<file path="src/rtl/riscv_cache_pkg.sv">
// Shared types and helpers for the cache maintenance sequencer (riscv_cache_maint).
// Ways are limited to MAX_WAYS by the width of the lowest-set-bit helper.
package riscv_cache_pkg;

    localparam int MAX_WAYS = 32;

    typedef enum logic [2:0] {
        ST_IDLE,
        ST_READ,
        ST_CHECK,
        ST_EVICT,
        ST_UPDATE,
        ST_DONE
    } maint_state_t;

    typedef enum logic [1:0] {
        MODE_INV,
        MODE_CLEAN,
        MODE_FLUSH
    } maint_mode_t;

    // Isolate the lowest set bit: v & -v.
    function automatic logic [MAX_WAYS-1:0] lowest_onehot(input logic [MAX_WAYS-1:0] v);
        return v & (~v + MAX_WAYS'(1));
    endfunction

endpackage

</file>
<file path="src/rtl/riscv_cache_maint.sv">
// Whole-cache maintenance sequencer: walks every set to flush, clean or invalidate.
// Define RISCV_CACHE_WRITEBACK_EN for dirty write-back; otherwise only invalidation exists.
module riscv_cache_maint
    import riscv_cache_pkg::*;
#(
    parameter int SETS     = 32,
    parameter int WAYS     = 2,
    parameter int IDX_BITS = $clog2(SETS)
) (
    input  logic                clk_i,
    input  logic                rst_ni,
    input  logic                flush_req_i,
    input  logic                clean_req_i,
    input  logic                inv_req_i,
    input  logic [WAYS-1:0]     dirty_i,
    input  logic                evict_ack_i,
    output logic                busy_o,
    output logic                done_o,
    output logic [IDX_BITS-1:0] set_idx_o,
    output logic                evict_req_o,
    output logic [WAYS-1:0]     evict_way_o,
    output logic                inv_set_o,
    output logic                clr_dirty_o
);

    maint_state_t        state_q, state_d;
    maint_mode_t         mode_q, mode_d;
    logic [IDX_BITS-1:0] set_idx_q, set_idx_d;
    logic                last_set;

    assign last_set  = (set_idx_q == IDX_BITS'(SETS - 1));
    assign set_idx_o = set_idx_q;

`ifdef RISCV_CACHE_WRITEBACK_EN
    logic [WAYS-1:0]     pending_q, pending_d;
    logic [WAYS-1:0]     evict_way;
    logic [MAX_WAYS-1:0] way_full;
    logic                unused_way_hi;

    assign way_full      = lowest_onehot(MAX_WAYS'(pending_q));
    assign evict_way     = way_full[WAYS-1:0];
    assign unused_way_hi = ^way_full;

    always_ff @(posedge clk_i or negedge rst_ni) begin
        if (!rst_ni) begin
            pending_q <= '0;
        end else begin
            pending_q <= pending_d;
        end
    end
`else
    logic unused_inputs;
    assign unused_inputs = ^{clean_req_i, dirty_i, evict_ack_i};
`endif

    always_ff @(posedge clk_i or negedge rst_ni) begin
        if (!rst_ni) begin
            state_q   <= ST_IDLE;
            mode_q    <= MODE_INV;
            set_idx_q <= '0;
        end else begin
            state_q   <= state_d;
            mode_q    <= mode_d;
            set_idx_q <= set_idx_d;
        end
    end

    always_comb begin
        state_d   = state_q;
        mode_d    = mode_q;
        set_idx_d = set_idx_q;
`ifdef RISCV_CACHE_WRITEBACK_EN
        pending_d = pending_q;
`endif
        case (state_q)
            ST_IDLE: begin
`ifdef RISCV_CACHE_WRITEBACK_EN
                if (flush_req_i) begin
                    mode_d    = MODE_FLUSH;
                    set_idx_d = '0;
                    state_d   = ST_READ;
                end else if (clean_req_i) begin
                    mode_d    = MODE_CLEAN;
                    set_idx_d = '0;
                    state_d   = ST_READ;
                end else if (inv_req_i) begin
                    mode_d    = MODE_INV;
                    set_idx_d = '0;
                    state_d   = ST_UPDATE;
                end
`else
                // Without write-back a flush degenerates to a plain invalidate.
                if (flush_req_i || inv_req_i) begin
                    mode_d    = MODE_INV;
                    set_idx_d = '0;
                    state_d   = ST_UPDATE;
                end
`endif
            end
`ifdef RISCV_CACHE_WRITEBACK_EN
            ST_READ: state_d = ST_CHECK;
            ST_CHECK: begin
                pending_d = dirty_i;
                state_d   = (dirty_i == '0) ? ST_UPDATE : ST_EVICT;
            end
            ST_EVICT: begin
                if (evict_ack_i) begin
                    pending_d = pending_q & ~evict_way;
                    if ((pending_q & ~evict_way) == '0) begin
                        state_d = ST_UPDATE;
                    end
                end
            end
`endif
            ST_UPDATE: begin
                if (last_set) begin
                    state_d = ST_DONE;
                end else begin
                    set_idx_d = set_idx_q + IDX_BITS'(1);
                    state_d   = (mode_q == MODE_INV) ? ST_UPDATE : ST_READ;
                end
            end
            ST_DONE: state_d = ST_IDLE;
            default: state_d = ST_IDLE;
        endcase
    end

    always_comb begin
        busy_o    = (state_q != ST_IDLE);
        done_o    = (state_q == ST_DONE);
        inv_set_o = (state_q == ST_UPDATE) && (mode_q != MODE_CLEAN);
`ifdef RISCV_CACHE_WRITEBACK_EN
        evict_req_o = (state_q == ST_EVICT);
        evict_way_o = (state_q == ST_EVICT) ? evict_way : '0;
        clr_dirty_o = (state_q == ST_UPDATE) && (mode_q == MODE_CLEAN);
`else
        evict_req_o = 1'b0;
        evict_way_o = '0;
        clr_dirty_o = 1'b0;
`endif
    end

endmodule

</file>
<file path="config.mk">
export PLATFORM = sky130hd
export DESIGN_NAME = riscv_cache_maint
export DESIGN_NICKNAME = d
export VERILOG_FILES = /design/src/rtl/riscv_cache_pkg.sv /design/src/rtl/riscv_cache_maint.sv
export SDC_FILE = /design/constraint.sdc
export NUM_CORES = 1
export LEC_CHECK = 0
export ABC_AREA = 0
export CORE_AREA = 2 2 39 41
export DETAILED_ROUTE_END_ITERATION = 8
export DIE_AREA = 0 0 41 43
export PLACE_DENSITY = 0.73
export SYNTH_ARGS = -nofsm -noshare
export SYNTH_HDL_FRONTEND = slang
export SYNTH_SLANG_ARGS = --single-unit
</file>
<file path="constraint.sdc">
create_clock -name clk_i -period 2 [get_ports clk_i]
set_input_delay 0.4 -clock clk_i [delete_from_list [all_inputs] [get_ports clk_i]]
set_output_delay 0.4 -clock clk_i [all_outputs]
set_load 0.02 [all_outputs]
</file>
Yosys cells after proc, flatten, opt, wreduce, memory -nomap -nowiden
Index checks and enable logic that the tools add are counted.

storage, ports and cells
  register bits after elaboration = 8
  bits of input ports = 8
  word-level logic and storage cells = 19
  output and inout port bits = 12

cells by class
  eq/ne operators = 5
  add/sub/neg operators = 1
  reduce and logical (&&, ||, !) cells = 5
  multiplexer cells = 6

operator list
  operator             count
  $mux 5               2
  $pmux 5 s2           1
  $eq 3x3->1 const B   2
  $pmux 3 s2           1
  $add 5x1->5 const B  1
  $eq 5x5->1 const B   1
  $ne 2x2->1 const B   2
  $logic_not 3->1      1
  $mux 3               1
  $reduce_and 3->1     1
  $reduce_bool 3->1    1
  $reduce_bool 2->1    1
  $logic_or 1x1->1     1
  $mux 1               1

Depth between registers and ports, before layout
  depth after elaboration = 3
  mapped depth = 6
  mapped depth without buffers = 6

Worst setup path before layout
No wires, ideal clock.

  kind = reg-to-reg
  start = register set_idx_q[0] (netlist: set_idx_o[0])
  end = register set_idx_q[0] (netlist: set_idx_o[0])
  library setup time = 125 ps
  arrival = 1688 ps
  path buffers = 0
  period minus slack after synthesis = 1812 ps
  required time = 1875 ps
  stages on the path, launching flop included = 7
  path slack = 188 ps
  cell sequence = dfrtp_1 > ha_1 > and3_1 > ha_1 > a21oi_1 > nand2_2 > mux2_2

on the way
  word-level cells in the longest chain between the ends = 3
  elaborated cells on any way between the ends = 6
  classes of those cells = 1 x add/sub; 2 x eq/ne; 2 x mux; 1 x reduce/logical

RTL lines
  what                                            line                                               text
  start: declaration                              riscv_cache_maint.sv:28                            logic [IDX_BITS-1:0] set_idx_q, set_idx_d;
  start signal: assignment                        riscv_cache_maint.sv:64                            set_idx_q <= set_idx_d;
  $add 5x1->5 or $eq 5x5->1 (tied branches)       riscv_cache_maint.sv:119, riscv_cache_maint.sv:31
  $mux 5 or $ne 2x2->1 (tied branches)            --
  $pmux 5 s2 or $reduce_and 3->1 (tied branches)  --

Parallel ways exist; a longest one is shown, timed or not. The select of a mux whose other input is x is not followed.
A chain may end at the register's enable or synchronous reset.

Worst setup path after layout
  start = register state_q[2]
  end = output busy_o

on the way
  word-level cells in the longest chain between the ends = 1

RTL lines
  what                      line                      text
  start: declaration        riscv_cache_maint.sv:26   maint_state_t state_q, state_d;
  start signal: assignment  riscv_cache_maint.sv:62   state_q <= state_d;
  $reduce_bool 3->1         riscv_cache_maint.sv:129  busy_o = (state_q != ST_IDLE);
  end: declaration          riscv_cache_maint.sv:17   output logic busy_o,

Every way passes these cells.

==> flow_summary.ini <==
[status]
outcome = completed

[clocking]
clk_path_buf_depth = 2
cts_setup_buffers = 0
tritoncts = yes
clkTransAtPathRegs_ns = 0.06
cts_root_buf = clkbuf_4
cts_buffers = 3
h-tree-depth = 1
worstSkewPairLatency_ns = 0.26
cts.sinks = 7

[grt]
grt_pass1_vias = 303
grt_util_all_layers_pct = 10.1
grt_pass1_wl_um = 1170
antenna_found_initial = 0
grt_max_degree = 8
grt_overflow = 0

[power]
powerDensity_nw_per_um2 = 1430
switching_share_pct = 37.6
power.share.sequential_pct = 33.2
p_switching_uw = 287
ir_drop_v = 0.000782
p_clk_share_pct = 17.1
power.leakage_nw = 0.237
intPower_uw = 477
p_comb_share_pct = 49.7

[setup_path]
start_kind = flip-flop
worstPathRequired_ns = 1.60
crit_path_end_kind = output port
crit_type = flip-flop to output port
path_max_fanout = 5
worstPathArrival_ns = 1.50

[finish]
nNetsFinal = 61
drive_gt1_share_pct = 20.0
area_delta_synth_final_pct = 34.4
nFillCells = 147
diodes = 0

[sta]
setup_tns_ns = 0
min_period_ns = 1.90
max_freq_mhz = 527
rsz0062_at_grt = false
setup_ws_ns = 0.103
setup_viol = 0
hold_violations = 0
final.period_utilization_pct = 94.9
fin_skew_ns = 0.00718
drv_slew = 0

[logic_synthesis]
syn_avg_cell_area_um2 = 11.0
yosysWarnings = 0
yosysTopAreaCell = dfrtp_1
synth_commonest_cells = 7 x dfrtp_1, 4 x buf_4, 2 x a22o_1, 2 x ha_1, 2 x nand3_1
yosysSeqAreaShare_pct = 44.2
synth.area.top_cells = dfrtp_1 44%, buf_4 7.6%, ha_1 6.3%, a22o_1 4.4%, o211ai_2 3.2%
synth_ff_type = dfrtp_1
syn_area_um2 = 397
synth_seq_cells = 7
synthDistinctLibCells = 24
yosysMostFrequentCell = dfrtp_1
async_flop_share_pct = 100
synth_top_area_share_pct = 44.2
synth_edf_count = 0
syn_inst = 36

[floorplanning]
rows = 14
dieArea_um2 = 1760
die_h_um = 43
dieWidth_um = 41
io_pins = 20
core_area_um2 = 1380
initial_core_util_pct = 28.7

[placed_design]
io_buffer_count = 11
place.gp.congestion = 0.743
dpl_worst_slack_ns = 0.174
dp.final_hpwl_um = 557

[routing]
wl_per_cell_um = 11.2
routed_wl_um = 739
dr.pass1.iters = 2
drc = 0
viasPerCell = 4.59
dr_total_vias = 303
detail-route-antenna-nets = 0
drtIter0Drc = 2

[worst_hold_path]
hp-class = input pin to async pin

[job]
drv_cap = 0
## state kept, by name, indices dropped and copies added (netlist names)
register   cells
state_q        2
set_idx_o      5
## logic make-up after synthesis
logic type               count (synthesis)  share of synthesized area (%)
AO/OA/AOI/OAI                            7                           15.5
adder cells (fa/ha/maj)                  2                           6.31
buffers and inverters                    5                           8.52
flip-flops                               7                           44.2
multiplexers                             1                           2.84
other                                    1                          0.945
AND/OR/NAND/NOR                         13                           21.8
## power groups by stage
stage / Sequential (mW) / Combinational [mW] / Clock, mW
after floorplan: 0.310 / 0.179 / 0
after global placement: 0.256 / 0.380 / 0
after detailed placement: 0.256 / 0.385 / 0
after CTS: 0.255 / 0.385 / 0.138
after global routing: 0.264 / 0.419 / 0.143
final: 0.254 / 0.380 / 0.131
## through the flow
step / cells / hold slack (ns) / cell area, µm² / util [%] / total power [mW]
after floorplan: 39 / 0.104 / 408 / - / 0.489
after global placement: 62 / 0.534 / 508 / 36.7 / 0.635
after detailed placement: 62 / 0.540 / 508 / 36.7 / 0.641
after CTS: 66 / 0.406 / 533 / 38.5 / 0.778
after global routing: 66 / 0.434 / 533 / 38.5 / 0.826
final: 66 / 0.400 / 533 / 38.5 / 0.765
## worst max-delay path, stage by stage (launching register included)
cell             delay (ns)
dfrtp_1                0.41
or2_2                  0.30
clkdlybuf4s50_1        0.53
## layout by cell type (no fill, tap or decap)
cell type | netlist | layout
dlygate4sd2_1 | 0 | 1
o2bb2ai_1 | 1 | 1
conb_1 | 1 | 4
a21oi_1 | 1 | 1
nand3b_1 | 1 | 1
nand2b_1 | 1 | 1
nand3_1 | 2 | 2
or3_1 | 1 | 1
or2_2 | 1 | 1
and3_1 | 1 | 1
mux2_2 | 1 | 1
dfrtp_1 | 7 | 7
inv_1 | 1 | 1
nor2_1 | 1 | 1
clkdlybuf4s50_1 | 0 | 10
a22o_1 | 2 | 2
clkbuf_1 | 0 | 1
a21bo_1 | 1 | 1
or3_4 | 1 | 1
and2b_2 | 1 | 1
o211ai_1 | 1 | 1
o211ai_2 | 1 | 1
and2_1 | 1 | 1
and2_2 | 1 | 1
nand2_2 | 1 | 1
clkbuf_4 | 0 | 3
ha_1 | 2 | 2
## final cells by class
| class | count | area (µm²) | share of cell area [%] |
|---|---|---|---|
| tap | 16 | 20.0 | 3.76 |
| inverter | 1 | 3.75 | 0.704 |
| sequential | 7 | 175 | 32.9 |
| clock buffer | 4 | 26.3 | 4.93 |
| multi-input combinational | 27 | 199 | 37.3 |
| timing repair buffer | 11 | 109 | 20.4 |
## metal layers
layer  track usage, %  part of all wire [%]  vias to the layer above
met4             4.00                     0                        0
met2             14.1                    47                       14
met3             6.28                    10                        0
li1                 -                     -                      150
met1             12.3                    43                      139
met5                0                     0                        -
## timing repair
item                                    in CTS  in global routing
endpoints found under the hold margin        0                  0
gates resized for setup                      1                  0
hold buffers                                 0                  0
endpoints found under the setup margin       1                  0
## worst paths after layout
kind	from	cells past startpoint	slack (ns)	end
max in group asynchronous	rst_ni	1	1.36	set_idx_o[1]$_DFFE_PN0P_
min in group clk_i	set_idx_o[4]$_DFFE_PN0P_	1	0.55	set_idx_o[4]$_DFFE_PN0P_
worst max register to register	set_idx_o[0]$_DFFE_PN0P_	6	0.17	set_idx_o[0]$_DFFE_PN0P_
worst min register to register	set_idx_o[4]$_DFFE_PN0P_	1	0.55	set_idx_o[4]$_DFFE_PN0P_
worst min-delay path	rst_ni	1	0.40	state_q[0]$_DFFE_PN0P_
worst max-delay path	state_q[2]$_DFFE_PN0P_	2	0.10	busy_o
(Power assumes the default switching activity.)
